--- src/rtl/off_chip_rx_buffer_pkg.sv ---
// Shared definitions for the off-chip link receive path: state encoding and default marker.
// Imported by the link stage, the receive buffer and the bench scoreboard.
package off_chip_rx_buffer_pkg;

  typedef enum logic [1:0] {
    ST_RUN   = 2'd0,
    ST_HOLD  = 2'd1,
    ST_FLUSH = 2'd2
  } rx_state_e;

  localparam int unsigned     RX_DEPTH_DEF  = 4;
  localparam int unsigned     RX_AW_DEF     = 2;
  localparam int unsigned     RX_DW_DEF     = 8;
  localparam int unsigned     RX_CW_DEF     = 4;
  localparam logic [7:0]      RX_MARKER_DEF = 8'd5;

endpackage : off_chip_rx_buffer_pkg

--- src/rtl/off_chip_rx_buffer_if.sv ---
// Link-side and consumer-side handshake bundle of the receive buffer.
// master = link stage / consumer side, slave = the buffer itself.
interface off_chip_rx_buffer_if #(
  parameter int unsigned DW = 8,
  parameter int unsigned AW = 2,
  parameter int unsigned CW = 4
);

  logic [DW-1:0] in_data;
  logic          in_valid;
  logic          in_ready;
  logic [DW-1:0] out_data;
  logic          out_valid;
  logic          out_ready;
  logic          pause;
  logic          flush;
  logic [AW:0]   count;
  logic [CW-1:0] marker_cnt;

  modport master (
    output in_data, in_valid, out_ready, pause, flush,
    input  in_ready, out_data, out_valid, count, marker_cnt
  );

  modport slave (
    input  in_data, in_valid, out_ready, pause, flush,
    output in_ready, out_data, out_valid, count, marker_cnt
  );

endinterface : off_chip_rx_buffer_if

--- src/rtl/off_chip_rx_buffer_mem.sv ---
// DEPTH x DW register array: synchronous write, asynchronous read, synchronous active-low clear.
// Read data follows raddr in the same cycle; no backpressure of its own.
module off_chip_rx_mem #(
  parameter int unsigned DEPTH = 4,
  parameter int unsigned AW    = 2,
  parameter int unsigned DW    = 8
) (
  input  logic          clk,
  input  logic          clr_n,
  input  logic          we,
  input  logic [AW-1:0] waddr,
  input  logic [DW-1:0] wdata,
  input  logic [AW-1:0] raddr,
  output logic [DW-1:0] rdata
);

  logic [DW-1:0] mem_q [DEPTH];
  logic [DW-1:0] mem_d [DEPTH];

  always_comb begin
    mem_d = mem_q;
    if (we) begin
      mem_d[waddr] = wdata;
    end
  end

  always_ff @(posedge clk) begin
    if (!clr_n) begin
      mem_q <= '{default: '0};
    end else begin
      mem_q <= mem_d;
    end
  end

  assign rdata = mem_q[raddr];

endmodule : off_chip_rx_mem

--- src/rtl/off_chip_rx_buffer.sv ---
// Receive buffer for the off-chip byte link: DEPTH-entry FWFT FIFO with pause/flush and marker tracking.
// One-cycle push-to-output latency; in_ready drops when full, paused or flushing.
module off_chip_rx_buffer
  import off_chip_rx_buffer_pkg::*;
#(
  parameter int unsigned DEPTH  = RX_DEPTH_DEF,
  parameter int unsigned AW     = RX_AW_DEF,
  parameter int unsigned DW     = RX_DW_DEF,
  parameter logic [DW-1:0] MARKER = DW'(RX_MARKER_DEF),
  parameter int unsigned CW     = RX_CW_DEF
) (
  input  logic                  clk,
  input  logic                  rst,
  off_chip_rx_buffer_if.slave   bus
);

  localparam logic [AW:0] FULL_CNT = (AW + 1)'(DEPTH);

  rx_state_e     state_q, state_d;
  logic [AW-1:0] wptr_q, wptr_d;
  logic [AW-1:0] rptr_q, rptr_d;
  logic [AW:0]   count_q, count_d;
  logic [CW-1:0] marker_cnt_q, marker_cnt_d;
  logic          in_ready_q, in_ready_d;
  logic          out_valid_q, out_valid_d;

  logic          push;
  logic          pop;
  logic          mark_in;
  logic          mark_out;
  logic [DW-1:0] head_dat;

  off_chip_rx_mem #(
    .DEPTH (DEPTH),
    .AW    (AW),
    .DW    (DW)
  ) u_mem (
    .clk   (clk),
    .clr_n (rst),
    .we    (push),
    .waddr (wptr_q),
    .wdata (bus.in_data),
    .raddr (rptr_q),
    .rdata (head_dat)
  );

  // Both handshakes use registered readiness, so no comb path from valid to ready.
  assign push     = bus.in_valid & in_ready_q;
  assign pop      = out_valid_q & bus.out_ready;
  assign mark_in  = push && (bus.in_data == MARKER);
  assign mark_out = pop && (head_dat == MARKER);

  always_comb begin
    state_d      = state_q;
    wptr_d       = wptr_q;
    rptr_d       = rptr_q;
    count_d      = count_q;
    marker_cnt_d = marker_cnt_q;

    if (state_q == ST_FLUSH) begin
      wptr_d       = '0;
      rptr_d       = '0;
      count_d      = '0;
      marker_cnt_d = '0;
      state_d      = bus.pause ? ST_HOLD : ST_RUN;
    end else begin
      if (push) begin
        wptr_d = wptr_q + AW'(1);
      end
      if (pop) begin
        rptr_d = rptr_q + AW'(1);
      end
      if (push && !pop) begin
        count_d = count_q + (AW + 1)'(1);
      end else if (pop && !push) begin
        count_d = count_q - (AW + 1)'(1);
      end

      // Saturate at the top, floor at zero.
      if (mark_in && !mark_out && (marker_cnt_q != '1)) begin
        marker_cnt_d = marker_cnt_q + CW'(1);
      end else if (mark_out && !mark_in && (marker_cnt_q != '0)) begin
        marker_cnt_d = marker_cnt_q - CW'(1);
      end

      if (bus.flush) begin
        state_d = ST_FLUSH;
      end else if (state_q == ST_RUN) begin
        state_d = bus.pause ? ST_HOLD : ST_RUN;
      end else begin
        state_d = bus.pause ? ST_HOLD : ST_RUN;
      end
    end

    in_ready_d  = (state_d == ST_RUN) && (count_d != FULL_CNT);
    out_valid_d = (count_d != '0) && (state_d != ST_FLUSH);
  end

  always_ff @(posedge clk) begin
    if (!rst) begin
      state_q      <= ST_RUN;
      wptr_q       <= '0;
      rptr_q       <= '0;
      count_q      <= '0;
      marker_cnt_q <= '0;
      in_ready_q   <= 1'b1;
      out_valid_q  <= 1'b0;
    end else begin
      state_q      <= state_d;
      wptr_q       <= wptr_d;
      rptr_q       <= rptr_d;
      count_q      <= count_d;
      marker_cnt_q <= marker_cnt_d;
      in_ready_q   <= in_ready_d;
      out_valid_q  <= out_valid_d;
    end
  end

  assign bus.in_ready   = in_ready_q;
  assign bus.out_valid  = out_valid_q;
  assign bus.out_data   = head_dat;
  assign bus.count      = count_q;
  assign bus.marker_cnt = marker_cnt_q;

endmodule : off_chip_rx_buffer

--- src/flat_wrapper.sv ---
// flat-port wrapper written by rule: the top's interface ports become plain ports
module off_chip_rx_buffer_flat import off_chip_rx_buffer_pkg::*;
#(
  parameter int unsigned DEPTH  = RX_DEPTH_DEF,
  parameter int unsigned AW     = RX_AW_DEF,
  parameter int unsigned DW     = RX_DW_DEF,
  parameter logic [DW-1:0] MARKER = DW'(RX_MARKER_DEF),
  parameter int unsigned CW     = RX_CW_DEF
)
  (clk, rst, bus_in_data, bus_in_valid, bus_out_ready, bus_pause, bus_flush, bus_in_ready, bus_out_data, bus_out_valid, bus_count, bus_marker_cnt);
  off_chip_rx_buffer_if #(.DW(DW), .AW(AW), .CW(CW)) bus_i ();
  input  logic clk;
  input  logic rst;
  input wire logic [$bits(bus_i.in_data)-1:0] bus_in_data;
  input wire logic [$bits(bus_i.in_valid)-1:0] bus_in_valid;
  input wire logic [$bits(bus_i.out_ready)-1:0] bus_out_ready;
  input wire logic [$bits(bus_i.pause)-1:0] bus_pause;
  input wire logic [$bits(bus_i.flush)-1:0] bus_flush;
  output wire logic [$bits(bus_i.in_ready)-1:0] bus_in_ready;
  output wire logic [$bits(bus_i.out_data)-1:0] bus_out_data;
  output wire logic [$bits(bus_i.out_valid)-1:0] bus_out_valid;
  output wire logic [$bits(bus_i.count)-1:0] bus_count;
  output wire logic [$bits(bus_i.marker_cnt)-1:0] bus_marker_cnt;
  assign bus_i.in_data = bus_in_data;
  assign bus_i.in_valid = bus_in_valid;
  assign bus_i.out_ready = bus_out_ready;
  assign bus_i.pause = bus_pause;
  assign bus_i.flush = bus_flush;
  assign bus_in_ready = bus_i.in_ready;
  assign bus_out_data = bus_i.out_data;
  assign bus_out_valid = bus_i.out_valid;
  assign bus_count = bus_i.count;
  assign bus_marker_cnt = bus_i.marker_cnt;
  off_chip_rx_buffer #(.DEPTH(DEPTH), .AW(AW), .DW(DW), .MARKER(MARKER), .CW(CW)) u_core (.clk(clk), .rst(rst), .bus(bus_i));
endmodule
--- config.mk ---
export PLATFORM = sky130hd
export DESIGN_NAME = off_chip_rx_buffer_flat
export DESIGN_NICKNAME = d
export VERILOG_FILES = /design/src/rtl/off_chip_rx_buffer_pkg.sv /design/src/rtl/off_chip_rx_buffer_if.sv /design/src/rtl/off_chip_rx_buffer_mem.sv /design/src/rtl/off_chip_rx_buffer.sv /design/src/flat_wrapper.sv
export SDC_FILE = /design/constraint.sdc
export NUM_CORES = 1
export LEC_CHECK = 0
export ABC_AREA = 1
export ABC_CLOCK_PERIOD_IN_PS = 3100
export BUFFER_PORTS_ARGS = -buffer_cell sky130_fd_sc_hd__buf_2
export CAP_MARGIN = 20
export CELL_PAD_IN_SITES_DETAIL_PLACEMENT = 1
export CELL_PAD_IN_SITES_GLOBAL_PLACEMENT = 2
export CORE_UTILIZATION = 32
export CTS_BUF_LIST = sky130_fd_sc_hd__clkbuf_16
export CTS_CLUSTER_DIAMETER = 30
export DETAILED_ROUTE_END_ITERATION = 10
export GPL_TIMING_DRIVEN = 0
export HOLD_SLACK_MARGIN = 0.15
export PLACE_DENSITY_LB_ADDON = 0.1
export REMOVE_ABC_BUFFERS = 1
export SLEW_MARGIN = 0
export SYNTH_ARGS = -nofsm -noshare
export SYNTH_HDL_FRONTEND = slang
export SYNTH_SLANG_ARGS = --single-unit
--- constraint.sdc ---
create_clock -name clk -period 3.1 [get_ports clk]
set_clock_uncertainty 0.05 [all_clocks]
set_input_delay 0.31 -clock clk [delete_from_list [all_inputs] [get_ports clk]]
set_output_delay 0.31 -clock clk [all_outputs]
set_load 0.1 [all_outputs]
# [After elaboration in Yosys (flattened, before gate mapping)]
# Cells that the tools add are included.
[word_totals] latchBits=0 ramBits=0 input_bits=14 elab_cells=65 rom_bits=0 register_bits=47 output_inout_bits=17 mem_count=0
[classes] mux=14 reduce_logical=20 n_mul=0 addsub=6 bitwise_logic=5 n_eq_ne=6 magnitude_cmp=3 n_shift=0 div=0
[ops] operator="$bwmux 32" n=1
[ops] operator="$mux 8" n=3
[ops] operator="$bmux 8 s2" n=1
[ops] operator="$demux 8 s2" n=1
[ops] operator="$eq 8x3->1 const B" n=2
[ops] operator="$logic_and 1x1->1" n=11
[ops] operator="$mux 3" n=3
[ops] operator="$mux 4" n=2
[ops] operator="$ge 3x3->1 const B" n=2
[ops] operator="$not 2->3" n=2
[ops] operator="$add 2x1->2 const B" n=2
[ops] operator="$add 4x1->4 const B" n=1
[ops] operator="$logic_not 1->1" n=4
[ops] operator="$mux 2" n=2
[ops] operator="$ne 4x4->1 const B" n=1
[ops] operator="$reduce_bool 4->1" n=1
[ops] operator="$sub 4x1->4 const B" n=1
[ops] operator="$add 3x1->3 const B" n=1
[ops] operator="$lt 3x1->1 const B" n=1
[ops] operator="$ne 3x3->1 const B" n=1
[ops] operator="$reduce_bool 3->1" n=1
[ops] operator="$sub 3x1->3 const B" n=1
[ops] operator="$and 1x1->1" n=2
[ops] operator="$eq 2x2->1 const B" n=1
[ops] operator="other kinds (6)" n=6

# [Logic depth before layout (Yosys ltp)]
[logic_depth] word_depth=10 mapped_depth=20

# [Hierarchy]
# Synthesis repeated with hierarchy kept, for this count alone.
[hier_totals] cells_unflattened=396 hier_area_um2=2572.5
[by_module_without_submodules] module="off_chip_rx_mem" area_each_um2=1626.6 n_inst=1 cells_each=252
[by_module_without_submodules] module="off_chip_rx_buffer" area_each_um2=945.9 n_inst=1 cells_each=144

# [Worst setup path after synthesis]
# OpenSTA, ideal clock, no wires.
[synth_timing] kind="reg-to-reg" from="register u_core.in_ready_q, in the netlist u_core.bus.in_ready" to="register u_core.marker_cnt_q[3], in the netlist u_core.bus.marker_cnt[3]" arrival_ns=2.799 period_less_slack_ns=2.959 path_slack_ns=0.141 n_path_buf=0 stages_incl_launch_ff=15 cell_sequence="dfxtp_1 > nand2_1 > inv_1 > nand3_1 > nor3_1 > nand2_4 > ha_1 > nand2_1 > nand2_1 > a31oi_1 > nand3_1 > nand3_1 > nand2_1 > inv_1 > nor2_2"
[synth_between] elab_chain_cells=6 word_cells_on_any_way=9 cone_classes="1 x mux; 1 x bitwise; 7 x reduce/logical"
[synth_rtl] item="start: declaration" line="off_chip_rx_buffer.sv:24" text="logic in_ready_q, in_ready_d;"
[synth_rtl] item="start signal: assignment" line="off_chip_rx_buffer.sv:114" text="in_ready_q <= in_ready_d;"
[synth_rtl] item="$and 1x1->1 *" line="off_chip_rx_buffer.sv:48" text="assign push = bus.in_valid & in_ready_q;"
[synth_rtl] item="$logic_and 1x1->1 *" line="off_chip_rx_buffer.sv:50" text="assign mark_in = push && (bus.in_data == MARKER);"
[synth_rtl] item="$logic_not 1->1" line="off_chip_rx_buffer.sv:82" text="end else if (mark_out && !mark_in && (marker_cnt_q != '0)) begin"
[synth_rtl] item="$logic_and 1x1->1 (2 in a row)" line="off_chip_rx_buffer.sv:82"
[synth_rtl] item="$reduce_bool 2->1 (no source line)"
[synth_rtl] item="end signal: assignment" line="off_chip_rx_buffer.sv:113" text="marker_cnt_q <= marker_cnt_d;"
[synth_rtl] item="end: declaration" line="off_chip_rx_buffer.sv:23" text="logic [CW-1:0] marker_cnt_q, marker_cnt_d;"
# Every way passes the cells marked *; elsewhere a longest branch is shown, timed or not.
# A chain may end at the register's enable or synchronous reset.

# [Worst setup path in the final report]
# Ends and elaborated chain as after synthesis.

==> run summary <==
STATUS
-------------------------------------------------------------------------------------
Outcome                                                                  complete, no violations

CTS
-------------------------------------------------------------------------------------
Clock insertion delay at the later pin of the skew report                     0.29 ns
Buffer count from post-CTS setup fixing                                             0
Register clock-pin slew on the reported worst setup and hold paths            0.07 ns
Number of levels in the clock H-tree                                                2
Clock net sink count                                                               47
Maximum buffer depth of the clock tree                                              2
CTS Root Buffer Type                                                        clkbuf_16
Hold-fix buffers at CTS                                                             0
Clock tree from TritonCTS                                                        done
CTS Buf Count                                                                       5

SETUP PATH
-------------------------------------------------------------------------------------
Sequence of cells on the critical path                                   nand2_1 > clkinvlp_4 > nand3_1 > nor3_1 > nand2_4 > ha_1 > nand2_1 > nand2_1 > a31oi_1 > nand3_1 > nand3_1 > nand2_1 > inv_1 > nor2_2
Worst setup path class                                                   flop to flop
Delay of the slowest cell on the worst path                                   0.37 ns
Standard cell with the maximum stage delay on the critical path                nor3_1
Arrival @ worst endpoint                                                      2.92 ns
Req. time, crit path                                                          3.24 ns
Endpoint class of the critical path                                              flop
Nature of the critical path startpoint                                           flop
R2r setup slk                                                                 0.32 ns
Crit-path most repeated cell                                                  nand2_1
R2R Path Start                                                           u_core.bus.in_ready
Length in cells of the worst reg-to-reg path                                       14
Max FO, Critical Path                                                              15
Startpoint of the worst setup timing path                                u_core.bus.in_ready

CELLS AND AREA
-------------------------------------------------------------------------------------
Post-layout nets                                                                  382
Non-filler instance count after layout                                            459
Number of diodes added for antenna fixing                                           0
Post-route cell area                                                     0.00272 mm^2
Proportion of layout cells with a drive suffix above 1                          16.7%
Relative area change from synthesis to final layout                             14.6%

LOGIC SYNTHESIS
-------------------------------------------------------------------------------------
Number of instances in the synthesized netlist                                    336
Synthesis Warnings                                                                  0
Post-synthesis cell area                                                 0.00237 mm^2
Sequential area share after synthesis                                           39.7%
Most used DFF post-synth                                                      dfxtp_1
Post-synthesis async set-or-reset flop share                                       0%
#FFs+latches synth                                                                 47
Distinct cells, synth                                                              31
Average cell area after synthesis                                           7.06 um^2
Count of flip-flops with a built-in enable after synthesis                          0

TIMING
-------------------------------------------------------------------------------------
Final hold slack                                                             0.208 ns
Count of endpoints failing setup in the final report                                0
Period utilisation layout                                                       89.7%
Slew at the pin closest to its max-slew limit                                 1.06 ns
Min cycle time layout                                                         2.78 ns
Timing-limited maximum frequency                                              360 MHz
Worst relative slew slack                                                       29.1%
Setup repair after global routing missed its margin                             false
Hold violation total from the final report                                          0
Final number of max-transition violations                                           0
Minimum setup slack in the final design                                      0.321 ns

GLOBAL ROUTE
-------------------------------------------------------------------------------------
GRT met2 Usage                                                                  31.0%
Gr ovfl total                                                                       0
Met1 track demand over resource in global routing                               26.0%
Via count of the first global-routing pass                                       2154
GRT Total Usage                                                                 19.1%
Maximum number of pins on one net before global-route repair                       30
GRT Max-Usage Layer                                                              met2
Met3 track utilization from global routing                                      2.92%
Antenna violations before repair                                                    0
Wire length of the first global-routing pass                                 10900 um

HOLD PATH
-------------------------------------------------------------------------------------
Classification of the worst-slack hold path                              input pin to flop
WHS Path Cells                                                                      3
Worst Hold Launch                                                           bus_pause

JOB
-------------------------------------------------------------------------------------
Max capacitance violation total                                                     0

FLOORPLANNING
-------------------------------------------------------------------------------------
Vertical die dimension                                                        88.1 um
Initial core utilization                                                        32.9%
Die Width                                                                     88.1 um
# IOs                                                                              31
Number of placement rows                                                           31
Total Die Area                                                           0.00776 mm^2
Standard cell core area                                                  0.00721 mm^2

PLACEMENT
-------------------------------------------------------------------------------------
Buffers on Ports                                                                   30
Estimated wirelength of the detail-placed design                              4690 um
Area of placed instances                                                 0.00257 mm^2
Post-place setup slack                                                      -0.211 ns
Cell count after placement                                                        450
Routability cong.                                                               0.733

ROUTING
-------------------------------------------------------------------------------------
Total number of vias                                                             2241
Number of iterations in the first detailed-routing pass                             4
Count of routing violations after the opening detailed-route iteration             78
Number of vias per cell                                                          4.88
Routed wire length per instance                                               15.1 um
DRC violations left                                                                 0
Routed WL                                                                     6920 um
Antenna violation net count after detailed routing                                  0

POWER AND IR DROP
-------------------------------------------------------------------------------------
Leakage power summed over all cells                                        0.00116 uW
Highest ir drop seen on vdd                                                0.000259 V
Total power draw                                                              1490 uW
Power density of the placed cells                                         549 mW/mm^2

==> stage by stage <==
| step | setup TNS, ns | util, % |
|---|---|---|
| floorplan | -0.384 | - |
| global placement | -0.138 | 35.6 |
| detailed placement | -0.211 | 35.6 |
| CTS | 0 | 37.6 |
| global route | 0 | 37.7 |
| finish | 0 | 37.7 |
==> cell families after synthesis <==
| family | synth area share [%] |
|---|---|
| XOR/XNOR | 1.11 |
| buffers and inverters | 9.44 |
| AO/OA/AOI/OAI | 12.3 |
| AND/OR/NAND/NOR | 32.4 |
| flip-flops | 39.7 |
| adder cells (fa/ha/maj) | 5.06 |
==> layout by cell type, fill, tap and decap left out, types with 3 or more instances in the layout <==
| master | count |
|---|---|
| o21ai_0 | 12 |
| inv_1 | 33 |
| buf_2 | 30 |
| nor2_1 | 22 |
| ha_1 | 8 |
| nand3_1 | 50 |
| nand2_1 | 82 |
| clkinv_2 | 3 |
| a21oi_1 | 34 |
| dfxtp_1 | 46 |
| clkbuf_16 | 5 |
| inv_2 | 3 |
| nand2_2 | 5 |
==> critical path: cells and delay by family, from the launching register on <==
family | cells | cell delay [ns]
adder cells (fa/ha/maj) | 1 | 0.34
flip-flops | 1 | 0.33
AO/OA/AOI/OAI | 1 | 0.21
AND/OR/NAND/NOR | 10 | 1.35
buffers and inverters | 2 | 0.39
==> metal layers <==
metal	vias to the layer above	wire length, um
met3	6	143
met1	1082	3510
met4	0	82
li1	1130	-
met2	23	3190
met5	-	0
==> registers in the layout, indices dropped and copies added, names as in the netlist <==
name	count
u_core.u_mem.mem_q	32
u_core.bus.marker_cnt	4
u_core.bus.count	3
u_core.rptr_q	2
u_core.state_q	2
u_core.wptr_q	2
u_core.bus.in_ready	1
u_core.bus.out_valid	1
==> area by class of cell <==
class / instances / area [um^2]
clock buffer: 5 / 125
clock inverter: 3 / 15.0
fill: 953 / 4500
inverter: 38 / 149
multi-input combinational: 236 / 1210
sequential: 47 / 942
tap: 99 / 124
timing repair buffer: 30 / 150
timing repair inverter: 1 / 5.00
==> path summary, 6_finish.rpt <==
kind | end
worst max-delay path | u_core.bus.marker_cnt[3]
worst min-delay path | u_core.state_q[0]
worst max register to register | u_core.bus.marker_cnt[3]
worst min register to register | u_core.u_mem.mem_q[16]
==> power breakdown <==
group          internal (uW)  switching, uW  total [uW]
Combinational           63.6            250         314
Sequential               629           19.5         649
Clock                    295            235         530
Total                    988            505        1490
==> synthesized netlist by cell type (3+ instances only) <==
| cell type | instances | share of area [%] |
|---|---|---|
| inv_1 | 34 | 5.4 |
| nand3_1 | 50 | 11 |
| dfxtp_1 | 47 | 40 |
| clkbuf_1 | 11 | 1.7 |
| nor2_1 | 22 | 3.5 |
| nand2_2 | 5 | 1.3 |
| inv_2 | 3 | 0.47 |
| a21oi_1 | 34 | 7.2 |
| nand2_1 | 82 | 13 |
| o21ai_0 | 12 | 2.5 |
| ha_1 | 8 | 4.2 |
==> timing repair <==
item	CTS	global route
endpoints found under the hold margin	0	0
setup endpoints to repair	1	1
resized for setup	2	0
cloned	0	1
Note: power is estimated with default switching activity, not from simulation.
